$ cat src/rtl/register_bank_sb_pkg.sv
// Shared definitions for the scoreboarded register bank: address-width helper,
// reset value and the default busy-vector type.
package register_bank_sb_pkg;

  localparam bit RST_VAL   = 1'b0;
  localparam int DEF_DEPTH = 8;

  typedef logic [DEF_DEPTH-1:0] busyVec_t;

  function automatic int addrWidth(input int depth);
    return (depth > 1) ? $clog2(depth) : 1;
  endfunction

endpackage

$ cat src/rtl/register_bank_sb_reg_scoreboard.sv
// Per-register busy tracking: reservation ack, release on writeback, pending count.
// Zero latency on ack and busy reads; busy/count update on the clock edge.
module reg_scoreboard
  import register_bank_sb_pkg::*;
#(
  parameter int DEPTH   = 8,
  parameter int AW      = addrWidth(DEPTH),
  parameter bit BYPASS  = 1'b1,
  parameter bit ZERO_R0 = 1'b0
) (
  input  logic          clk,
  input  logic          rstN,
  input  logic [AW-1:0] addr1,
  input  logic [AW-1:0] addr2,
  input  logic [AW-1:0] destAddr,
  input  logic          writeBack,
  input  logic          reserve,
  input  logic [AW-1:0] resvAddr,
  output logic          busy1,
  output logic          busy2,
  output logic          resvAck,
  output logic [AW:0]   pendCnt
);

  logic [DEPTH-1:0] busy;
  logic [DEPTH-1:0] busyNext;
  logic [DEPTH-1:0] relVec;
  logic [DEPTH-1:0] setVec;
  logic [DEPTH-1:0] liveMask;
  logic             setsBit;
  logic             clearsBit;

  always_comb begin
    liveMask = '1;
    if (ZERO_R0) liveMask[0] = 1'b0;

    relVec = '0;
    if (writeBack) relVec[destAddr] = 1'b1;
    relVec = relVec & liveMask;

    // A register being released this cycle can be re-reserved immediately.
    resvAck = reserve & (~busy[resvAddr] | (writeBack & (destAddr == resvAddr)));

    setVec = '0;
    if (resvAck) setVec[resvAddr] = 1'b1;
    setVec = setVec & liveMask;

    busyNext  = (busy & ~relVec) | setVec;
    setsBit   = |(setVec & ~busy);
    clearsBit = |(relVec & busy & ~setVec);

    busy1 = busy[addr1] & ~(BYPASS & relVec[addr1]);
    busy2 = busy[addr2] & ~(BYPASS & relVec[addr2]);
  end

  always_ff @(posedge clk or negedge rstN) begin
    if (!rstN) begin
      busy    <= {DEPTH{RST_VAL}};
      pendCnt <= {(AW+1){RST_VAL}};
    end else begin
      busy <= busyNext;
      if (setsBit && !clearsBit)
        pendCnt <= pendCnt + (AW+1)'(1);
      else if (clearsBit && !setsBit)
        pendCnt <= pendCnt - (AW+1)'(1);
    end
  end

endmodule

$ cat src/rtl/register_bank_sb.sv
// DEPTH x WIDTH register file with two async read ports, one sync write port,
// optional writeback bypass, optional hardwired-zero R0 and a busy scoreboard.
module register_bank_sb
  import register_bank_sb_pkg::*;
#(
  parameter int WIDTH   = 8,
  parameter int DEPTH   = 8,
  parameter bit BYPASS  = 1'b1,
  parameter bit ZERO_R0 = 1'b0,
  parameter int AW      = addrWidth(DEPTH)
) (
  input  logic             i_CLK,
  input  logic             i_RSTn,
  input  logic [AW-1:0]    i_AddrReg1,
  input  logic [AW-1:0]    i_AddrReg2,
  output logic [WIDTH-1:0] o_Data1,
  output logic [WIDTH-1:0] o_Data2,
  output logic             o_Busy1,
  output logic             o_Busy2,
  input  logic [AW-1:0]    i_AddrRegDest,
  input  logic [WIDTH-1:0] i_WriteData,
  input  logic             i_WriteBack,
  input  logic             i_Reserve,
  input  logic [AW-1:0]    i_AddrResv,
  output logic             o_ResvAck,
  output logic [AW:0]      o_PendCnt
);

  logic [WIDTH-1:0] regFile [DEPTH];
  logic             wrEn;
  logic             fwdEn;

  assign wrEn  = i_WriteBack && !(ZERO_R0 && (i_AddrRegDest == '0));
  // Forwarding is suppressed in reset so outputs show the cleared state.
  assign fwdEn = BYPASS && i_RSTn && i_WriteBack;

  always_ff @(posedge i_CLK or negedge i_RSTn) begin
    if (!i_RSTn) begin
      for (int i = 0; i < DEPTH; i++) regFile[i] <= {WIDTH{RST_VAL}};
    end else if (wrEn) begin
      regFile[i_AddrRegDest] <= i_WriteData;
    end
  end

  always_comb begin
    o_Data1 = regFile[i_AddrReg1];
    if (fwdEn && (i_AddrRegDest == i_AddrReg1)) o_Data1 = i_WriteData;
    if (ZERO_R0 && (i_AddrReg1 == '0)) o_Data1 = '0;

    o_Data2 = regFile[i_AddrReg2];
    if (fwdEn && (i_AddrRegDest == i_AddrReg2)) o_Data2 = i_WriteData;
    if (ZERO_R0 && (i_AddrReg2 == '0)) o_Data2 = '0;
  end

  reg_scoreboard #(
    .DEPTH  (DEPTH),
    .AW     (AW),
    .BYPASS (BYPASS),
    .ZERO_R0(ZERO_R0)
  ) u_scoreboard (
    .clk      (i_CLK),
    .rstN     (i_RSTn),
    .addr1    (i_AddrReg1),
    .addr2    (i_AddrReg2),
    .destAddr (i_AddrRegDest),
    .writeBack(i_WriteBack),
    .reserve  (i_Reserve),
    .resvAddr (i_AddrResv),
    .busy1    (o_Busy1),
    .busy2    (o_Busy2),
    .resvAck  (o_ResvAck),
    .pendCnt  (o_PendCnt)
  );

endmodule

$ cat config.mk
export PLATFORM = sky130hd
export DESIGN_NAME = register_bank_sb
export DESIGN_NICKNAME = d
export VERILOG_FILES = /design/src/rtl/register_bank_sb_pkg.sv /design/src/rtl/register_bank_sb_reg_scoreboard.sv /design/src/rtl/register_bank_sb.sv
export SDC_FILE = /design/constraint.sdc
export NUM_CORES = 1
export LEC_CHECK = 0
export BUFFER_PORTS_ARGS = -buffer_cell sky130_fd_sc_hd__clkbuf_2
export CORE_ASPECT_RATIO = 1.25
export CORE_MARGIN = 5
export CORE_UTILIZATION = 50
export CTS_CLUSTER_DIAMETER = 120
export CTS_CLUSTER_SIZE = 14
export DETAILED_ROUTE_END_ITERATION = 8
export GPL_TIMING_DRIVEN = 1
export PLACE_DENSITY = 0.76
export SLEW_MARGIN = 40
export SYNTH_ARGS = -nofsm -noshare
export SYNTH_HDL_FRONTEND = slang
export SYNTH_HIERARCHICAL = 1
export SYNTH_SLANG_ARGS = --single-unit
$ cat constraint.sdc
create_clock -name i_CLK -period 3.6 [get_ports i_CLK]
set_input_delay 0.18 -clock i_CLK [delete_from_list [all_inputs] [get_ports i_CLK]]
set_output_delay 0.18 -clock i_CLK [all_outputs]
set_load 0.01 [all_outputs]
==> flow_metrics.env, run 1 <==
export IMPL_status="completed"
export IMPL_antenna_found_initial=0
export IMPL_drive_above_1_share_pct=50.9
export IMPL_crit_type="flip-flop to flip-flop"
export IMPL_holdBufCountCts=0
export IMPL_finalCritPeriodShare_pct=86.1
export IMPL_power_density_mw_per_mm2=562
export IMPL_hold_path_class="input pin to asynchronous set/reset pin"
export IMPL_fin_skew_ns=0.00408
export IMPL_viasPerCell=6.24
export IMPL_endpoint="u_scoreboard/pendCnt[3]"
export IMPL_grt_pass1_vias=3218
export IMPL_wl_um=10900
export IMPL_cp_slowest_stage_delay_ns=0.48
export IMPL_drtAntennaViolNets=0
export IMPL_synth_cell_type_count=45
export IMPL_path_cells="mux2_1, mux4_2, o21ai_2, nand3_1, a32oi_1, ha_1, inv_1, ha_1, a21o_1, a21oi_1, xnor2_1, nor2_1, xor2_1"
export IMPL_pwr_share_comb_pct=31.0
export IMPL_async_reset_ff_share_pct=100
export IMPL_worst_ep_required_time_ns=3.82
export IMPL_synth_compound_area_share_pct=3.63
export IMPL_reg2reg_slack_ns=0.50
export IMPL_synth_area_mm2=0.00483
export IMPL_ys_seq_area_share_pct=39.4
export IMPL_placed_area_mm2=0.00510
export IMPL_worstPathArrival_ns=3.32
export IMPL_pwr_share_clk_pct=28.8
export IMPL_cts_tree="built"
export IMPL_synthMuxAreaShare_pct=43.1
export IMPL_clock_latency_ns=0.34
export IMPL_nets=394
export IMPL_ioPinCount=47
export IMPL_cap_viol_max_count=0
export IMPL_worstSetupEndpointType="flip-flop"
export IMPL_rows=40
export IMPL_period_needed_ns=3.10
export IMPL_syn_inst=331
export IMPL_swShare_pct=29.6
export IMPL_rsz0062_at_grt="no"
export IMPL_yosysWarningCount=6
export IMPL_vias=3101
export IMPL_drc_errors=0
export IMPL_final_max_slew_viol_count=0
export IMPL_cts_buffers=9
export IMPL_post_cts_buffers=0
export IMPL_dp_hpwl_um=7150
export IMPL_power_internal_mw=2.14
export IMPL_track_usage_pct=19.2
export IMPL_syn_to_final_growth_pct=11.9
export IMPL_final_setup_worst_slack_ns=0.499
export IMPL_setup_worst_path_start="u_scoreboard/busy[3]"
export IMPL_p_leak_nw=2.30
export IMPL_multi_input_area_mm2=0.00276
export IMPL_gr_total_overflow=0
export IMPL_gp_congestion=0.906
export IMPL_cpMostUsedCell="ha_1"
export IMPL_fillers=798
export IMPL_switchingPower_mw=0.898
export IMPL_clkTransAtPathRegs_ns=0.06
export IMPL_synth_nets=359
export IMPL_seqPwrFrac_pct=40.3
export IMPL_report_power_total_mw=3.03
export IMPL_rr_worst_depth=13
export IMPL_register_area_mm2=0.00190
export IMPL_slowest_stage="mux4_2"
export IMPL_drt_iter0_markers=168
export IMPL_synth_edf_count=0
export IMPL_h_tree_depth=3
export IMPL_fp_dieArea_mm2=0.0117
export IMPL_synth_simple_area_share_pct=6.48
export IMPL_pre_cts_ws_ns=0.364
export IMPL_portBuffers=46
export IMPL_cp_max_fo=3
export IMPL_worstMarginPinSlew_ns=0.833
export IMPL_fin_setup_tns_ns=0
export IMPL_grt_max_degree=77
export IMPL_irDropWorstVdd_mv=0.286
export IMPL_fp_dieW_um=97.9
export IMPL_clock_sinks=76
export IMPL_syn_area_per_cell_um2=14.6
export IMPL_slew_headroom_pct=44.2
export IMPL_cp_start_kind="flip-flop"
export IMPL_r2r_end="u_scoreboard/pendCnt[3]"
export IMPL_setup_viol_count_final=0
export IMPL_diodes=0
export IMPL_core_mm2=0.00951
export IMPL_initial_core_util_pct=50.8
export IMPL_synth_adder_area_share_pct=1.19
export IMPL_synth_top_family_by_area="multiplexers"
export IMPL_ys_flop_type="dfrtp_1"
export IMPL_fmax_mhz=323
export IMPL_drt_first_pass_iters=4
export IMPL_final_area_mm2=0.00540
export IMPL_fin_hold_ws_ns=0.00460
export IMPL_r2r_start="u_scoreboard/busy[3]"
export IMPL_hold_viol_final=0
export IMPL_clk_path_buf_depth=2
export IMPL_grt_pass1_wl_um=17500
export IMPL_dieHeight_um=120
export IMPL_ys_seq_elements=76
export IMPL_wl_per_cell_um=21.9
export IMPL_cts_root_buf="clkbuf_16"
export IMPL_synth_xor_area_share_pct=2.36
export IMPL_cts_resized=0
==> how the worst min path moves through the flow <==
stage                                          to  slack [ns]  depth (start not counted)
after CTS                 u_scoreboard/pendCnt[2]        0.03                          2
after detailed placement  u_scoreboard/pendCnt[2]        0.39                          2
after global routing                   regFile[2]        0.06                          2
after global placement    u_scoreboard/pendCnt[3]        0.46                          1
after floorplan                        regFile[0]       -0.12                          0
final                                 regFile[14]       0.005                          2
==> cells by family after synthesis <==
logic type / Yosys count
and+or+nand+nor: 46
xor gates and xnor gates: 13
adders and majority gates: 4
DFF: 76
buffers and inverters: 33
AOI/OAI and AO/OA: 20
muxes: 139
==> routing by layer <==
layer	up-vias	share of wire (%)	wire length, µm	track usage, %
met5	-	0	0	0
met4	0	1.5	168	5.54
met3	15	4.5	493	4.48
met2	88	53	5800	33.7
met1	1630	41	4400	23.5
li1	1368	-	-	-
==> cell type report <==
| cell class | instances | share of cell area (%) |
|---|---|---|
| multi-input combinational | 222 | 51.0 |
| clock inverter | 3 | 0.370 |
| clock buffer | 13 | 5.00 |
| inverter | 6 | 0.417 |
| timing repair buffer | 51 | 5.07 |
| sequential | 76 | 35.2 |
| tap | 126 | 2.92 |
==> metrics by stage <==
step | util (%) | std cells
after floorplan | - | 331
after global placement | 53.4 | 479
after detailed placement | 53.6 | 479
after CTS | 56.7 | 495
after global routing | 56.8 | 497
final | 56.8 | 497
==> cell usage in the layout (no fill, tap or decap), types with 3 or more instances in the layout <==
| cell | count |
|---|---|
| o31ai_2 | 3 |
| ha_1 | 3 |
| xnor2_1 | 6 |
| mux4_2 | 10 |
| nand2_1 | 11 |
| mux2_2 | 97 |
| o21ai_0 | 5 |
| dfrtp_1 | 76 |
| nor2_1 | 3 |
| nor2b_1 | 4 |
| o41ai_2 | 3 |
| mux4_1 | 27 |
| nand4_1 | 4 |
| nand3_1 | 3 |
| buf_4 | 5 |
| inv_1 | 6 |
| clkbuf_16 | 9 |
| clkbuf_2 | 45 |
| nand2b_1 | 3 |
| nand4b_1 | 3 |
| clkbuf_8 | 3 |
| mux2i_1 | 3 |
| xor2_1 | 7 |
==> registers in the layout, indices dropped and copies added, names as in the netlist <==
| register | cells |
|---|---|
| regFile | 64 |
| u_scoreboard/busy | 8 |
| u_scoreboard/pendCnt | 4 |
==> power groups by stage <==
stage / Sequential (mW) / Clock, mW / Combinational (mW)
5_1_grt: 1.25 / 0.919 / 1.03
4_1_cts: 1.22 / 0.890 / 0.955
6_report: 1.22 / 0.873 / 0.940
3_5_place_dp: 1.23 / 0 / 0.948
2_1_floorplan: 1.19 / 0 / 0.713
3_3_place_gp: 1.21 / 0 / 0.916
==> critical path: cells and delay by family (launching register included) <==
family,cells,cell delay (ns)
AO/OA/AOI/OAI,4,0.77
XOR/XNOR,2,0.27
adder cells (fa/ha/maj),2,0.48
buffers and inverters,1,0.09
flip-flops,1,0.40
multiplexers,2,0.78
AND/OR/NAND/NOR,2,0.19
==> Yosys cell counts (all sizes together), types with 2 or more instances <==
cell type  instances  area share (%)
mux2              99              23
dfrtp             76              39
mux4              37              19
buf               17             2.6
nand2             12            0.98
clkbuf            10            0.78
o21ai              7            0.80
xor2               7             1.3
inv                6            0.47
xnor2              6             1.1
o31ai              5             1.1
nand3              4            0.52
nand4              4            0.52
nor2b              4            0.52
nor3               4            0.62
ha                 3            0.78
mux2i              3            0.62
nand2b             3            0.39
nand4b             3            0.54
nor2               3            0.23
o41ai              3             1.0
a21oi              2            0.21
nor3b              2            0.52
nor4               2            0.88
Power figures use the tool's default switching activity.
==> inputs of run 2 (changes only) <==
--- a/config.mk
+++ b/config.mk
@@ -7,14 +7,12 @@
 export LEC_CHECK = 0
 export BUFFER_PORTS_ARGS = -buffer_cell sky130_fd_sc_hd__clkbuf_2
 export CORE_ASPECT_RATIO = 1.25
-export CORE_MARGIN = 5
 export CORE_UTILIZATION = 50
 export CTS_CLUSTER_DIAMETER = 120
 export CTS_CLUSTER_SIZE = 14
 export DETAILED_ROUTE_END_ITERATION = 8
 export GPL_TIMING_DRIVEN = 1
 export PLACE_DENSITY = 0.76
-export SLEW_MARGIN = 40
 export SYNTH_ARGS = -nofsm -noshare
 export SYNTH_HDL_FRONTEND = slang
 export SYNTH_HIERARCHICAL = 1
==> run 2 against run 1 <==
Combinational power about the same. Total power up 3.4%. Via count down 0.48%. Clock skew up 0.0035 ns. Count of clock-buffer cells in the layout down 3. First-iteration DRC count up 1.2%. Non-clock buffer count down 2. Worst hold slack better by 0.068 ns.
==> flow_metrics.env, run 2 (synthesis gave the netlist of run 1 again) <==
export IMPL_largest_reg_flops=64
export IMPL_initial_core_util_pct=52.1
export IMPL_rsz0062_at_grt="no"
export IMPL_drive_above_1_share_pct=50.7
export IMPL_dp_hpwl_um=7150
export IMPL_worstSetupEndpointType="flip-flop"
export IMPL_core_mm2=0.00927
export IMPL_ioPinCount=47
export IMPL_pwr_share_clk_pct=31.2
export IMPL_clock_latency_ns=0.34
export IMPL_cp_start_kind="flip-flop"
export IMPL_nets=392
export IMPL_cp_max_fo=3
export IMPL_topRoutingLayerUsed="met4"
export IMPL_setup_viol_count_final=0
export IMPL_drtAntennaViolNets=0
export IMPL_fin_skew_ns=0.00754
export IMPL_swShare_pct=29.1
export IMPL_holdBufCountCts=0
export IMPL_regMostFlops="regFile"
export IMPL_gp_congestion=0.892
export IMPL_reg2reg_slack_ns=0.45
export IMPL_cts_root_buf="clkbuf_16"
export IMPL_vias=3086
export IMPL_met3_length_um=426
export IMPL_wl_met2_um=5500
export IMPL_r2r_start="u_scoreboard/busy[3]"
export IMPL_power_density_mw_per_mm2=582
export IMPL_mostFrequentLayoutCell="mux2_2"
export IMPL_p_leak_nw=2.30
export IMPL_worst_ep_required_time_ns=3.82
export IMPL_final_cell_mix="mux2_2, dfrtp_1, clkbuf_2, mux4_1, nand2_1"
export IMPL_wl_per_cell_um=22.1
export IMPL_clk_path_buf_depth=2
export IMPL_fp_dieArea_mm2=0.0101
export IMPL_grt_max_degree=77
export IMPL_endpoint="u_scoreboard/pendCnt[3]"
export IMPL_clkTransAtPathRegs_ns=0.06
export IMPL_cts_resized=0
export IMPL_hold_path_class="input pin to asynchronous set/reset pin"
export IMPL_reg_largest_list="regFile x64, u_scoreboard/busy x8, u_scoreboard/pendCnt x4"
export IMPL_cts_buffers=9
export IMPL_crit_type="flip-flop to flip-flop"
export IMPL_grt_pass1_vias=3239
export IMPL_rows=39
export IMPL_r2r_end="u_scoreboard/pendCnt[3]"
export IMPL_drc_errors=0
export IMPL_h_tree_depth=3
export IMPL_status="completed"
export IMPL_gr_total_overflow=0
export IMPL_period_needed_ns=3.15
export IMPL_diodes=0
export IMPL_worstMarginPinSlew_ns=0.965
export IMPL_grt_pass1_wl_um=17500
export IMPL_fillers=739
export IMPL_fmax_mhz=318
export IMPL_hold_viol_final=0
export IMPL_wl_um=10900
export IMPL_stdcell_count=492
export IMPL_post_cts_buffers=0
export IMPL_final_area_mm2=0.00540
export IMPL_portBuffers=46
export IMPL_slew_headroom_pct=35.3
export IMPL_cap_viol_max_count=0
export IMPL_seqPwrFrac_pct=38.7
export IMPL_clock_sinks=76
export IMPL_placed_area_mm2=0.00507
export IMPL_drt_iter0_markers=170
export IMPL_met1_length_um=4640
export IMPL_pwr_share_comb_pct=30.0
export IMPL_worstPathArrival_ns=3.36
export IMPL_switchingPower_mw=0.913
export IMPL_viasPerCell=6.27
export IMPL_irDropWorstVdd_mv=0.299
export IMPL_track_usage_pct=23.0
export IMPL_fin_setup_tns_ns=0
export IMPL_finalCritPeriodShare_pct=87.4
export IMPL_place_inst=476
export IMPL_cts_tree="built"
export IMPL_antenna_found_initial=0
export IMPL_drt_first_pass_iters=4
export IMPL_setup_worst_path_start="u_scoreboard/busy[3]"
export IMPL_syn_to_final_growth_pct=11.8
export IMPL_dieHeight_um=112
export IMPL_final_max_slew_viol_count=0
export IMPL_power_internal_mw=2.23
export IMPL_fp_dieW_um=89.9
export IMPL_rr_worst_depth=13
-- run 2: cell count changes in the layout (fill, tap and decap cells not counted), sizes merged --
cell      previous run  this run
clkinvlp             2         0
clkinv               1         2
buf                  6         4
inv                  6         8
clkbuf              58        55
bufinv               0         2
-- run 2: metal layers --
metal,vias up,GRT usage (%)
met5,-,0
met4,0,8.92
met3,25,4.58
met2,92,38.8
met1,1605,29.4
li1,1364,-
-- run 2: worst min path at each step --
| stage | from | endpoint | slack [ns] | cells past startpoint |
|---|---|---|---|---|
| 2_1_floorplan | i_RSTn | regFile[0] | -0.12 | 0 |
| 3_3_place_gp | u_scoreboard/pendCnt[3] | u_scoreboard/pendCnt[3] | 0.46 | 1 |
| 3_5_place_dp | u_scoreboard/pendCnt[3] | u_scoreboard/pendCnt[3] | 0.49 | 1 |
| 4_1_cts | i_RSTn | regFile[14] | 0.15 | 2 |
| 5_1_grt | i_RSTn | u_scoreboard/pendCnt[2] | 0.18 | 2 |
| 6_report | i_RSTn | u_scoreboard/pendCnt[0] | 0.07 | 2 |
-- run 2: power by group through the flow --
stage / Combinational (mW) / Clock, mW / Sequential (mW)
after floorplan: 0.713 / 0 / 1.19
after global placement: 0.913 / 0 / 1.21
after detailed placement: 0.948 / 0 / 1.23
after CTS: 0.956 / 0.996 / 1.21
after global routing: 1.04 / 1.02 / 1.25
final: 0.943 / 0.980 / 1.22
-- run 2: area by class of cell --
type,count,area (µm²),share of cell area [%]
timing repair buffer,49,255,4.73
tap,123,154,2.85
clock buffer,10,229,4.24
multi-input combinational,222,2740,50.8
inverter,6,22.5,0.417
sequential,76,1900,35.2
clock inverter,6,95.1,1.76
-- run 2: critical path, cell delays in order (launching register included) --
cell     delay, ns
dfrtp_1       0.39
mux2_1        0.31
mux4_2        0.49
o21ai_2       0.23
nand3_1       0.13
a32oi_1       0.21
ha_1          0.21
inv_1         0.09
ha_1          0.29
a21o_1        0.18
a21oi_1       0.17
xnor2_1       0.13
nor2_1        0.06
xor2_1        0.15
-- run 2: metrics by stage --
| step | util (%) | hold slack [ns] | power, mW | worst slack (ns) |
|---|---|---|---|---|
| floorplan | - | -0.116 | 1.90 | 0.673 |
| global placement | 54.7 | 0.457 | 2.12 | 0.426 |
| detailed placement | 54.7 | 0.486 | 2.18 | 0.330 |
| CTS | 58.2 | 0.149 | 3.17 | 0.451 |
| global route | 58.2 | 0.182 | 3.31 | 0.262 |
| finish | 58.2 | 0.0724 | 3.14 | 0.454 |
==> inputs of run 3 (changes only) <==
==> constraint.sdc (replaced) <==
create_clock -name i_CLK -period 3.11 [get_ports i_CLK]
set_input_delay 0.1555 -clock i_CLK [delete_from_list [all_inputs] [get_ports i_CLK]]
set_output_delay 0.1555 -clock i_CLK [all_outputs]
set_load 0.01 [all_outputs]
==> run 3 against run 2 <==
Critical endpoint unchanged. Clock skew is 0.0042 ns lower. Count of clock-buffer cells in the layout stayed put. Final cell count is 1.2% higher. Fmax is 5.7% higher.
==> flow_metrics.env, run 3 (synthesis gave the netlist of run 1 again) <==
export IMPL_status="completed"
export IMPL_dp_hpwl_um=6990
export IMPL_setup_viol_count_final=0
export IMPL_wl_um=11100
export IMPL_worstMarginPinSlew_ns=0.961
export IMPL_worst_ep_required_time_ns=3.33
export IMPL_period_needed_ns=2.98
export IMPL_ioPinCount=47
export IMPL_h_tree_depth=3
export IMPL_cts_buffers=9
export IMPL_final_cell_mix="mux2_2, dfrtp_1, clkbuf_2, mux4_1, nand2_1"
export IMPL_final_max_slew_viol_count=0
export IMPL_grt_pass1_vias=3219
export IMPL_clock_latency_ns=0.33
export IMPL_initial_core_util_pct=52.1
export IMPL_clkTransAtPathRegs_ns=0.06
export IMPL_core_mm2=0.00927
export IMPL_portBuffers=46
export IMPL_slew_headroom_pct=35.6
export IMPL_fp_dieArea_mm2=0.0101
export IMPL_drt_first_pass_iters=4
export IMPL_reg_largest_list="regFile x64, u_scoreboard/busy x8, u_scoreboard/pendCnt x4"
export IMPL_finalCritPeriodShare_pct=95.7
export IMPL_track_usage_pct=23.1
export IMPL_drtAntennaViolNets=0
export IMPL_hold_path_class="input pin to asynchronous set/reset pin"
export IMPL_drt_iter0_markers=208
export IMPL_fp_dieW_um=89.9
export IMPL_fin_hold_ws_ns=0.0855
export IMPL_rows=39
export IMPL_antenna_found_initial=0
export IMPL_dieHeight_um=112
export IMPL_drive_above_1_share_pct=52.3
export IMPL_fin_skew_ns=0.00335
export IMPL_clk_path_buf_depth=2
export IMPL_fillers=780
export IMPL_regMostFlops="regFile"
export IMPL_register_area_mm2=0.00190
export IMPL_hold_viol_final=0
export IMPL_drc_errors=0
export IMPL_grt_max_degree=77
export IMPL_fmax_mhz=336
export IMPL_irDropWorstVdd_mv=0.443
export IMPL_worstSetupEndpointType="flip-flop"
export IMPL_worstPathArrival_ns=3.19
export IMPL_cp_max_fo=3
export IMPL_nets=398
export IMPL_largest_reg_flops=64
export IMPL_viasPerCell=6.25
export IMPL_wl_per_cell_um=22.2
export IMPL_vias=3111
export IMPL_grt_pass1_wl_um=17500
export IMPL_fin_setup_tns_ns=0
export IMPL_gp_congestion=0.951
export IMPL_multi_input_area_mm2=0.00275
export IMPL_gr_total_overflow=0
export IMPL_clock_sinks=76
export IMPL_p_leak_nw=2.33
export IMPL_syn_to_final_growth_pct=12.8
export IMPL_cts_tree="built"
export IMPL_mostFrequentLayoutCell="mux2_2"
export IMPL_rsz0062_at_grt="no"
export IMPL_cts_root_buf="clkbuf_16"
export IMPL_cp_start_kind="flip-flop"
export IMPL_rr_worst_depth=13
export IMPL_cap_viol_max_count=0
export IMPL_power_density_mw_per_mm2=673
export IMPL_crit_type="flip-flop to flip-flop"
export IMPL_diodes=0
[run 3: changes by cell type in the layout (fill, tap and decap cells not counted), sizes merged]
cell  previous run  this run
buf              4        10
[run 3: critical path: stages, from the launching register on]
cell	delay [ns]
dfrtp_1	0.40
mux2_1	0.29
mux4_2	0.49
o21ai_2	0.14
nand3_1	0.10
a32oi_1	0.20
ha_2	0.21
inv_2	0.05
ha_1	0.28
a21o_1	0.19
a21oi_2	0.14
xnor2_1	0.13
nor2_1	0.07
xor2_1	0.15
[run 3: power by group]
| group | switching (mW) | leakage, nW | internal [mW] |
|---|---|---|---|
| Clock | 0.420 | 0.158 | 0.711 |
| Sequential | 0.182 | 0.913 | 1.23 |
| Combinational | 0.467 | 1.26 | 0.655 |
[run 3: final cells by class]
| class | instances | area share, % |
|---|---|---|
| Tap cell | 123 | 2.82 |
| Clock inverter | 6 | 1.75 |
| Multi-Input combinational cell | 222 | 50.4 |
| Inverter | 6 | 0.413 |
| Sequential cell | 76 | 34.9 |
| Clock buffer | 10 | 4.20 |
| Timing Repair Buffer | 55 | 5.51 |
[run 3: path summary, 6_finish.rpt]
check / from / endpoint / slack (ns)
worst max-delay path: u_scoreboard/busy[5] / u_scoreboard/pendCnt[3] / 0.13
worst min-delay path: i_RSTn / u_scoreboard/pendCnt[2] / 0.09
worst max register to register: u_scoreboard/busy[5] / u_scoreboard/pendCnt[3] / 0.13
worst min register to register: u_scoreboard/pendCnt[3] / u_scoreboard/pendCnt[3] / 0.47
max in group asynchronous: i_RSTn / regFile[55] / 2.40
min in group i_CLK: i_AddrResv[1] / u_scoreboard/busy[0] / 0.12
[run 3: routing by layer]
layer	up-vias	routed length, µm	track usage [%]
met5	-	0	0
met4	0	189	8.92
met3	19	516	3.14
met2	98	5750	40.3
met1	1614	4600	29.3
li1	1380	-	-
[run 3: stage by stage]
step / util (%) / total power [mW] / instances / worst slack (ns) / cell area [µm²]
6_report: 58.8 / 3.67 / 498 / 0.134 / 5450
4_1_cts: 58.5 / 3.67 / 496 / 0.0535 / 5430
3_3_place_gp: 55.0 / 2.46 / 480 / 0.125 / 5100
2_1_floorplan: - / 2.20 / 331 / 0.183 / 4830
3_5_place_dp: 55.0 / 2.53 / 480 / 0.0655 / 5100
5_1_grt: 58.8 / 3.85 / 498 / 0.00525 / 5450
[run 3: timing repair]
item | in CTS | in global routing
setup endpoints to repair | 0 | 1
hold buffers | 0 | 0
buffers inserted | 0 | 2
resized for setup | 0 | 3
